<file path="src/rtl/sub_serial_if.sv">
// sub_serial_if
//   Handshake and operand/result bundle for the bit-serial subtractor.
//   master : requester side (drives start/a/b/bin, observes busy/done/diff/bout)
//   slave  : subtractor side
//   start  request pulse or level; sampled only when the subtractor is idle/done
//   a, b   minuend / subtractor operands (WIDTH bits)
//   bin    borrow in
//   busy   high while bits are being shifted
//   done   one-cycle completion pulse
//   diff   (a - b - bin) mod 2^WIDTH, held between operations
//   bout   borrow out, 1 iff a < b + bin (unsigned)
interface sub_serial_if #(
    parameter int WIDTH = 4
);
    logic             start;
    logic [WIDTH-1:0] a;
    logic [WIDTH-1:0] b;
    logic             bin;
    logic             busy;
    logic             done;
    logic [WIDTH-1:0] diff;
    logic             bout;

    modport master (
        output start, a, b, bin,
        input  busy, done, diff, bout
    );

    modport slave (
        input  start, a, b, bin,
        output busy, done, diff, bout
    );
endinterface

</file>
<file path="src/rtl/sub_serial.sv">
// sub_serial
//   Bit-serial subtractor computing a - b - bin, one bit per clock, LSB first,
//   through a single full-subtractor cell and a borrow flip-flop.
//   Ports:
//     clk    rising-edge clock
//     rst_n  asynchronous active-low reset
//     bus    sub_serial_if.slave: start/a/b/bin in, busy/done/diff/bout out
//   Latency start->done is WIDTH+1 cycles; start held during the done cycle
//   is accepted immediately for back-to-back operation.
module sub_serial #(
    parameter int WIDTH = 4
) (
    input  logic         clk,
    input  logic         rst_n,
    sub_serial_if.slave  bus
);

    localparam int CW = (WIDTH > 1) ? $clog2(WIDTH) : 1;
    localparam logic [CW-1:0] LAST = CW'(WIDTH - 1);

    typedef enum logic [1:0] {
        S_IDLE,
        S_RUN,
        S_DONE
    } state_t;

    // One full-subtractor cell: returns {borrow_out, difference_bit}.
    function automatic logic [1:0] fsub_bit(input logic x, input logic y, input logic bi);
        fsub_bit = {(~x & y) | (~(x ^ y) & bi), x ^ y ^ bi};
    endfunction

    state_t           r_state;
    logic [WIDTH-1:0] r_ra;
    logic [WIDTH-1:0] r_rb;
    logic [WIDTH-1:0] r_acc;
    logic             r_brw;
    logic [CW-1:0]    r_cnt;
    logic             r_busy;
    logic             r_done;
    logic [WIDTH-1:0] r_diff;
    logic             r_bout;

    logic [1:0]       w_fs;
    logic             w_d;
    logic             w_brw_nxt;
    logic             w_accept;

    assign w_fs      = fsub_bit(r_ra[0], r_rb[0], r_brw);
    assign w_d       = w_fs[0];
    assign w_brw_nxt = w_fs[1];
    assign w_accept  = bus.start && (r_state != S_RUN);

    // Operand and partial-result shift registers carry no reset: they are
    // always reloaded on acceptance and fully overwritten before use.
    always_ff @(posedge clk) begin
        if (w_accept) begin
            r_ra <= bus.a;
            r_rb <= bus.b;
        end else if (r_state == S_RUN) begin
            r_ra  <= r_ra >> 1;
            r_rb  <= r_rb >> 1;
            r_acc <= {w_d, r_acc[WIDTH-1:1]};
        end
    end

    always_ff @(posedge clk or negedge rst_n) begin
        if (!rst_n) begin
            r_state <= S_IDLE;
            r_busy  <= 1'b0;
            r_done  <= 1'b0;
            r_diff  <= '0;
            r_bout  <= 1'b0;
            r_cnt   <= '0;
            r_brw   <= 1'b0;
        end else begin
            r_done <= 1'b0;
            case (r_state)
                S_IDLE, S_DONE: begin
                    if (bus.start) begin
                        r_brw   <= bus.bin;
                        r_cnt   <= '0;
                        r_busy  <= 1'b1;
                        r_state <= S_RUN;
                    end else begin
                        r_state <= S_IDLE;
                    end
                end
                S_RUN: begin
                    r_brw <= w_brw_nxt;
                    r_cnt <= r_cnt + CW'(1);
                    if (r_cnt == LAST) begin
                        // Final bit goes straight into diff so the result
                        // appears on the same edge that ends RUN.
                        r_diff  <= {w_d, r_acc[WIDTH-1:1]};
                        r_bout  <= w_brw_nxt;
                        r_busy  <= 1'b0;
                        r_done  <= 1'b1;
                        r_state <= S_DONE;
                    end
                end
                default: begin
                    r_busy  <= 1'b0;
                    r_state <= S_IDLE;
                end
            endcase
        end
    end

    assign bus.busy = r_busy;
    assign bus.done = r_done;
    assign bus.diff = r_diff;
    assign bus.bout = r_bout;

endmodule

</file>
<file path="src/flat_wrapper.sv">
// flat-port wrapper written by rule: the top's interface ports become plain ports
module sub_serial_flat 
#(
    parameter int WIDTH = 4
)
  (clk, rst_n, bus_start, bus_a, bus_b, bus_bin, bus_busy, bus_done, bus_diff, bus_bout);
  sub_serial_if #(.WIDTH(WIDTH)) bus_i ();
  input  logic clk;
  input  logic rst_n;
  input wire logic [$bits(bus_i.start)-1:0] bus_start;
  input wire logic [$bits(bus_i.a)-1:0] bus_a;
  input wire logic [$bits(bus_i.b)-1:0] bus_b;
  input wire logic [$bits(bus_i.bin)-1:0] bus_bin;
  output wire logic [$bits(bus_i.busy)-1:0] bus_busy;
  output wire logic [$bits(bus_i.done)-1:0] bus_done;
  output wire logic [$bits(bus_i.diff)-1:0] bus_diff;
  output wire logic [$bits(bus_i.bout)-1:0] bus_bout;
  assign bus_i.start = bus_start;
  assign bus_i.a = bus_a;
  assign bus_i.b = bus_b;
  assign bus_i.bin = bus_bin;
  assign bus_busy = bus_i.busy;
  assign bus_done = bus_i.done;
  assign bus_diff = bus_i.diff;
  assign bus_bout = bus_i.bout;
  sub_serial #(.WIDTH(WIDTH)) u_core (.clk(clk), .rst_n(rst_n), .bus(bus_i));
endmodule
</file>
<file path="config.mk">
export PLATFORM = sky130hd
export DESIGN_NAME = sub_serial_flat
export DESIGN_NICKNAME = d
export VERILOG_FILES = /design/src/rtl/sub_serial_if.sv /design/src/rtl/sub_serial.sv /design/src/flat_wrapper.sv
export SDC_FILE = /design/constraint.sdc
export NUM_CORES = 1
export LEC_CHECK = 0
export CORE_MARGIN = 1
export CORE_UTILIZATION = 47
export CTS_CLUSTER_DIAMETER = 200
export DETAILED_ROUTE_END_ITERATION = 10
export GPL_TIMING_DRIVEN = 0
export PLACE_DENSITY_LB_ADDON = 0.2
export SETUP_SLACK_MARGIN = 0.4
export SLEW_MARGIN = 5
export SYNTH_ARGS = -nofsm -noshare
export SYNTH_HDL_FRONTEND = slang
export SYNTH_SLANG_ARGS = --single-unit
export TNS_END_PERCENT = 1
</file>
<file path="constraint.sdc">
create_clock -name clk -period 1.7 [get_ports clk]
set_clock_uncertainty 0.2 [all_clocks]
set_input_delay 0.17 -clock clk [delete_from_list [all_inputs] [get_ports clk]]
set_output_delay 0.17 -clock clk [all_outputs]
set_load 0.005 [all_outputs]
</file>
== Yosys cells after proc, flatten, opt, wreduce, memory -nomap -nowiden ==
Index checks and enable logic that the tools add are counted.

* Register bits after elaboration: 24
* Bits in latches: 0
* Memory bits (writable): 0
* Bits in read-only memories: 0
* Memories: 0
* Bits of input ports: 12
* Logic and storage cells: 50

* $lt $le $gt $ge: 0
* Add/subtract/negate cells: 1
* Div/mod/pow operators: 0
* Bitwise logic cells: 8
* Equal/unequal tests: 6
* Muxes and demuxes: 16
* Multiply operators: 0
* Shift-type cells: 0
* Reduce and logical (&&, ||, !) cells: 9

{| class="wikitable"
|+ Operator list
! operator !! count
|-
| $mux 4 || 4
|-
| $pmux 2 s2 || 2
|-
| $reduce_and 2->1 || 4
|-
| $mux 1 || 6
|-
| $eq 2x2->1 const B || 2
|-
| $mux 2 || 2
|-
| $ne 2x2->1 const B || 2
|-
| $pmux 1 s2 || 2
|-
| $reduce_bool 2->1 || 2
|-
| $not 1->1 || 3
|-
| $add 2x1->2 const B || 1
|-
| $and 1x1->1 || 2
|-
| $eq 2x1->1 const B || 1
|-
| $logic_not 2->1 || 1
|-
| $ne 2x1->1 const B || 1
|-
| $reduce_or 2->1 || 1
|-
| $xor 1x1->1 || 2
|-
| $logic_and 1x1->1 || 1
|-
| $or 1x1->1 || 1
|}

== Logic depth before layout (Yosys ltp) ==
* Depth after elaboration: 5
* Mapped depth: 4
* Mapped depth without buffers: 4

== Worst setup path after synthesis ==
OpenSTA, ideal clock, no wires.

* Path type: flip-flop to flip-flop
* Start: register u_core.r_state[1]
* End: register u_core.r_ra[0] (data pin)
* Clock period less this slack: 1.457 ns
* Slack: 0.243 ns
* Cell stages (with the launch flop): 4
* Data required time: 1.240 ns
* Path buffers: 0
* Data arrival time: 0.996 ns
* Setup time: 0.260 ns
* Cell sequence: dfrtp_1 -> nand2b_4 -> nand2_4 -> mux2_4

* Word-level cells in the longest chain between the ends: 3

{| class="wikitable"
|+ RTL lines
! element !! RTL line !! text
|-
| start, declared || sub_serial.sv:32 || <nowiki>state_t r_state;</nowiki>
|-
| start signal, assigned || sub_serial.sv:68 || <nowiki>r_state <= S_IDLE;</nowiki>
|-
| start signal, assigned || sub_serial.sv:83 || <nowiki>r_state <= S_RUN;</nowiki>
|-
| start signal, assigned || sub_serial.sv:85 || <nowiki>r_state <= S_IDLE;</nowiki>
|-
| $ne 2x1->1 || sub_serial.sv:51 || <nowiki>assign w_accept = bus.start && (r_state != S_RUN);</nowiki>
|-
| $logic_and 1x1->1 || sub_serial.sv:51 ||
|-
| $mux 4 || sub_serial.sv:56 || <nowiki>if (w_accept) begin</nowiki>
|-
| end signal, assigned || sub_serial.sv:57 || <nowiki>r_ra <= bus.a;</nowiki>
|-
| end signal, assigned || sub_serial.sv:60 || <nowiki>r_ra <= r_ra >> 1;</nowiki>
|-
| end, declared || sub_serial.sv:33 || <nowiki>logic [WIDTH-1:0] r_ra;</nowiki>
|}

No other way between the ends.
A chain may end at the register's enable or synchronous reset.

== Worst setup path in the final report ==
* Start: register u_core.r_brw
* End: register u_core.r_diff[3], in the netlist u_core.bus.diff[3]

* Word-level cells in the longest chain between the ends: 1

{| class="wikitable"
|+ RTL lines
! element !! RTL line !! text
|-
| start, declared || sub_serial.sv:36 || <nowiki>logic r_brw;</nowiki>
|-
| start signal, assigned || sub_serial.sv:80 || <nowiki>r_brw <= bus.bin;</nowiki>
|-
| start signal, assigned || sub_serial.sv:89 || <nowiki>r_brw <= w_brw_nxt;</nowiki>
|-
| $xor 1x1->1 || sub_serial.sv:29 || <nowiki>fsub_bit = {(~x & y) | (~(x ^ y) & bi), x ^ y ^ bi};</nowiki>
|-
| named net u_core.w_d || sub_serial.sv:44 || <nowiki>logic w_d;</nowiki>
|-
| end signal, assigned || sub_serial.sv:94 || <nowiki>r_diff <= {w_d, r_acc[WIDTH-1:1]};</nowiki>
|-
| end, declared || sub_serial.sv:40 || <nowiki>logic [WIDTH-1:0] r_diff;</nowiki>
|}

The timed path passes the listed nets, and every way through them passes these cells.

==> metrics.txt <==
largest net degree at the start of global routing=13; Avg Cell Area, Syn=15.8 µm²; post-synth top area share=33.1%; CP max-delay cell=fa_2; fmax=671 MHz; final WL=1.54 mm; RSZ-0062 raised after global routing=yes; post-cts hold buffer count=0; initial core utilization=50.3%; # clock sinks=23; number of synthesized flops with an enable pin=11; Yosys top cell by area=edfxtp_1; synth warn=0; placed cell area=1210 µm²; crit-path cells=inv_2 -> fa_2 -> mux2_2; I/O Buffers=18; DPL Wire Length=1.01 mm; placed cells=108; crit path max fanout=2; Clock transition at path regs=0.12 ns; Seq/Total Area, Yosys=63.2%; Finished Layout Cells=123; GRT Residual Overflow=0; # DRC=0; layout overhead on the synthesized area=34.4%; Tmin final=1.49 ns; Min-Delay Path Class=input port to asynchronous set/reset pin; pwr dens=1780 nW/µm²; top cells by area, synth=edfxtp_1, dfrtp_1, mux2_4, mux2_2, fa_1; max incr delay on CP=0.44 ns; worst setup path class=flip-flop to flip-flop; Avg WL per Cell=12.5 µm; post-synthesis cell count=63; CP endpoint kind=flip-flop; nets=111; CTS Buf Count=3; antenna violations before repair=0; Max-slew headroom=60.9%; Mapped Nets=77; final instance area=1340 µm²; synth cell count leaders=dfrtp_1, edfxtp_1, mux2_2; Vias=588; slew at the pin closest to its max-slew limit=0.585 ns; static leakage=0.618 nW; total track usage=15.7%; Startpoint Class=flip-flop; Pre-Repair DR Iteration Count=3; Root Buffer Master=clkbuf_4; first-pass GRT wire length=2.35 mm; ANT cells=0; Final ANT Viol Nets=0; vias in the first global route=553; endpoints failing hold=0; maximum clock path buffer count=2; CP required=1.71 ns; CTS tree=done; Power, Total=2.38 mW; top_reg_cell synth=dfrtp_1; worst vdd ir=1030 µV; Max Cap Viol=0; die area=2310 µm²; I/O pins=19; DRT iter0 DRCs=2; Pins Over Slew Limit=0; H-Tree Depth=1; top-count cell post-synth=dfrtp_1; Tcrit/Tclk final=87.7%; proportion of layout cells with a drive suffix above 1=40.6%; die extent in x=48.1 µm; Site Rows=16; async set-reset flop share out of synthesis=52.2%; Critical Path AT=1.50 ns; core area=1980 µm²; cell area after synthesis=997 µm²; outcome=finished clean; Finish-stage setup viols=0; Die Height=48.1 µm; clock latency on the worst-skew pair=0.31 ns; routability cong.=0.688; number of synthesized register bits=23; post-synth cell types=21; post-DR vias/cell=4.78
## cells by family (layout without fill, tap and decap cells)
group / count (synthesis) / count (layout) / share of synthesized area [%]
flops: 23 / 23 / 63.2
xor+xnor: 1 / 1 / 0.878
compound gates: 6 / 6 / 4.02
fa+ha+maj: 2 / 2 / 3.26
mux: 13 / 13 / 16.9
simple gates: 12 / 12 / 8.41
buf+inv: 6 / 39 / 3.26
## worst max-delay path, delay by kind of cell, from the launching register on
family,cells,cell delay [ns]
flip-flops,1,0.41
buffers and inverters,1,0.07
multiplexers,1,0.27
adder cells (fa/ha/maj),1,0.44
## layout make-up
type,instances,area [µm²]
clock buffers,4,26.3
inverters,5,18.8
repair buffers,29,254
plain buffers,1,13.8
well taps,27,33.8
fillers,139,642
flip-flops and latches,23,632
multi-input cells,34,362
## state kept, by name (all words and copies together), names as in the netlist
register         flops
u_core.bus.diff      4
u_core.r_ra          4
u_core.r_rb          4
u_core.r_acc         3
u_core.r_cnt         2
u_core.r_state       2
u_core.bus.bout      1
u_core.bus.busy      1
u_core.bus.done      1
u_core.r_brw         1
## through the flow
stage	setup TNS (ns)	worst slack, ns	utilization (%)	hold slack (ns)
after floorplan	0	0.253	-	-0.326
after global placement	-0.565	-0.0506	61.1	0.243
after detailed placement	-1.12	-0.0850	61.1	0.242
after CTS	0	0.223	67.0	0.0178
after global routing	0	0.179	67.6	0.0496
final	0	0.209	67.6	0.0189
## worst paths after layout
check / startpoint / endpoint / slack [ns] / depth (start not counted)
min in group clk: u_core.r_acc[2] / u_core.r_acc[1] / 0.27 / 0
worst min-delay path: rst_n / u_core.bus.diff[3] / 0.02 / 1
worst min register to register: u_core.r_acc[2] / u_core.r_acc[1] / 0.27 / 0
worst max-delay path: u_core.r_brw / u_core.bus.diff[3] / 0.21 / 3
max in group asynchronous: rst_n / u_core.r_state[1] / 0.86 / 1
worst max register to register: u_core.r_brw / u_core.bus.diff[3] / 0.21 / 3
## placed cells by master, fill, tap and decap left out, drive strengths merged, types with 2 or more instances in the layout
cell type	Yosys	layout
mux2	13	13
dfrtp	12	12
clkdlybuf4s50	0	11
buf	0	11
edfxtp	11	11
dlygate4sd2	0	7
inv	5	5
clkbuf	1	5
nor2	3	3
nand2	3	3
and3	2	2
o21ai	2	2
a22o	2	2
## per-layer routing
| metal | vias to the layer above | wire length, µm | GRT usage, % |
|---|---|---|---|
| met4 | 0 | 19 | 8.33 |
| met1 | 283 | 718 | 20.0 |
| li1 | 290 | - | - |
| met5 | - | 0 | 0 |
| met2 | 13 | 743 | 24.9 |
| met3 | 2 | 54 | 3.40 |
## report_power, final
| part | switching, mW | internal, mW | total (mW) |
|---|---|---|---|
| sequential | 0.105 | 0.923 | 1.03 |
| clock | 0.151 | 0.0914 | 0.243 |
| combinational | 0.431 | 0.680 | 1.11 |
| total | 0.688 | 1.69 | 2.38 |
## what timing repair did
action | in CTS | in global routing
buffers inserted | 10 | 1
gates cloned | 0 | 0
resized for setup | 14 | 1
pin swaps | 1 | 1
endpoints found under the setup margin | 29 | 33
(Power assumes the default switching activity.)
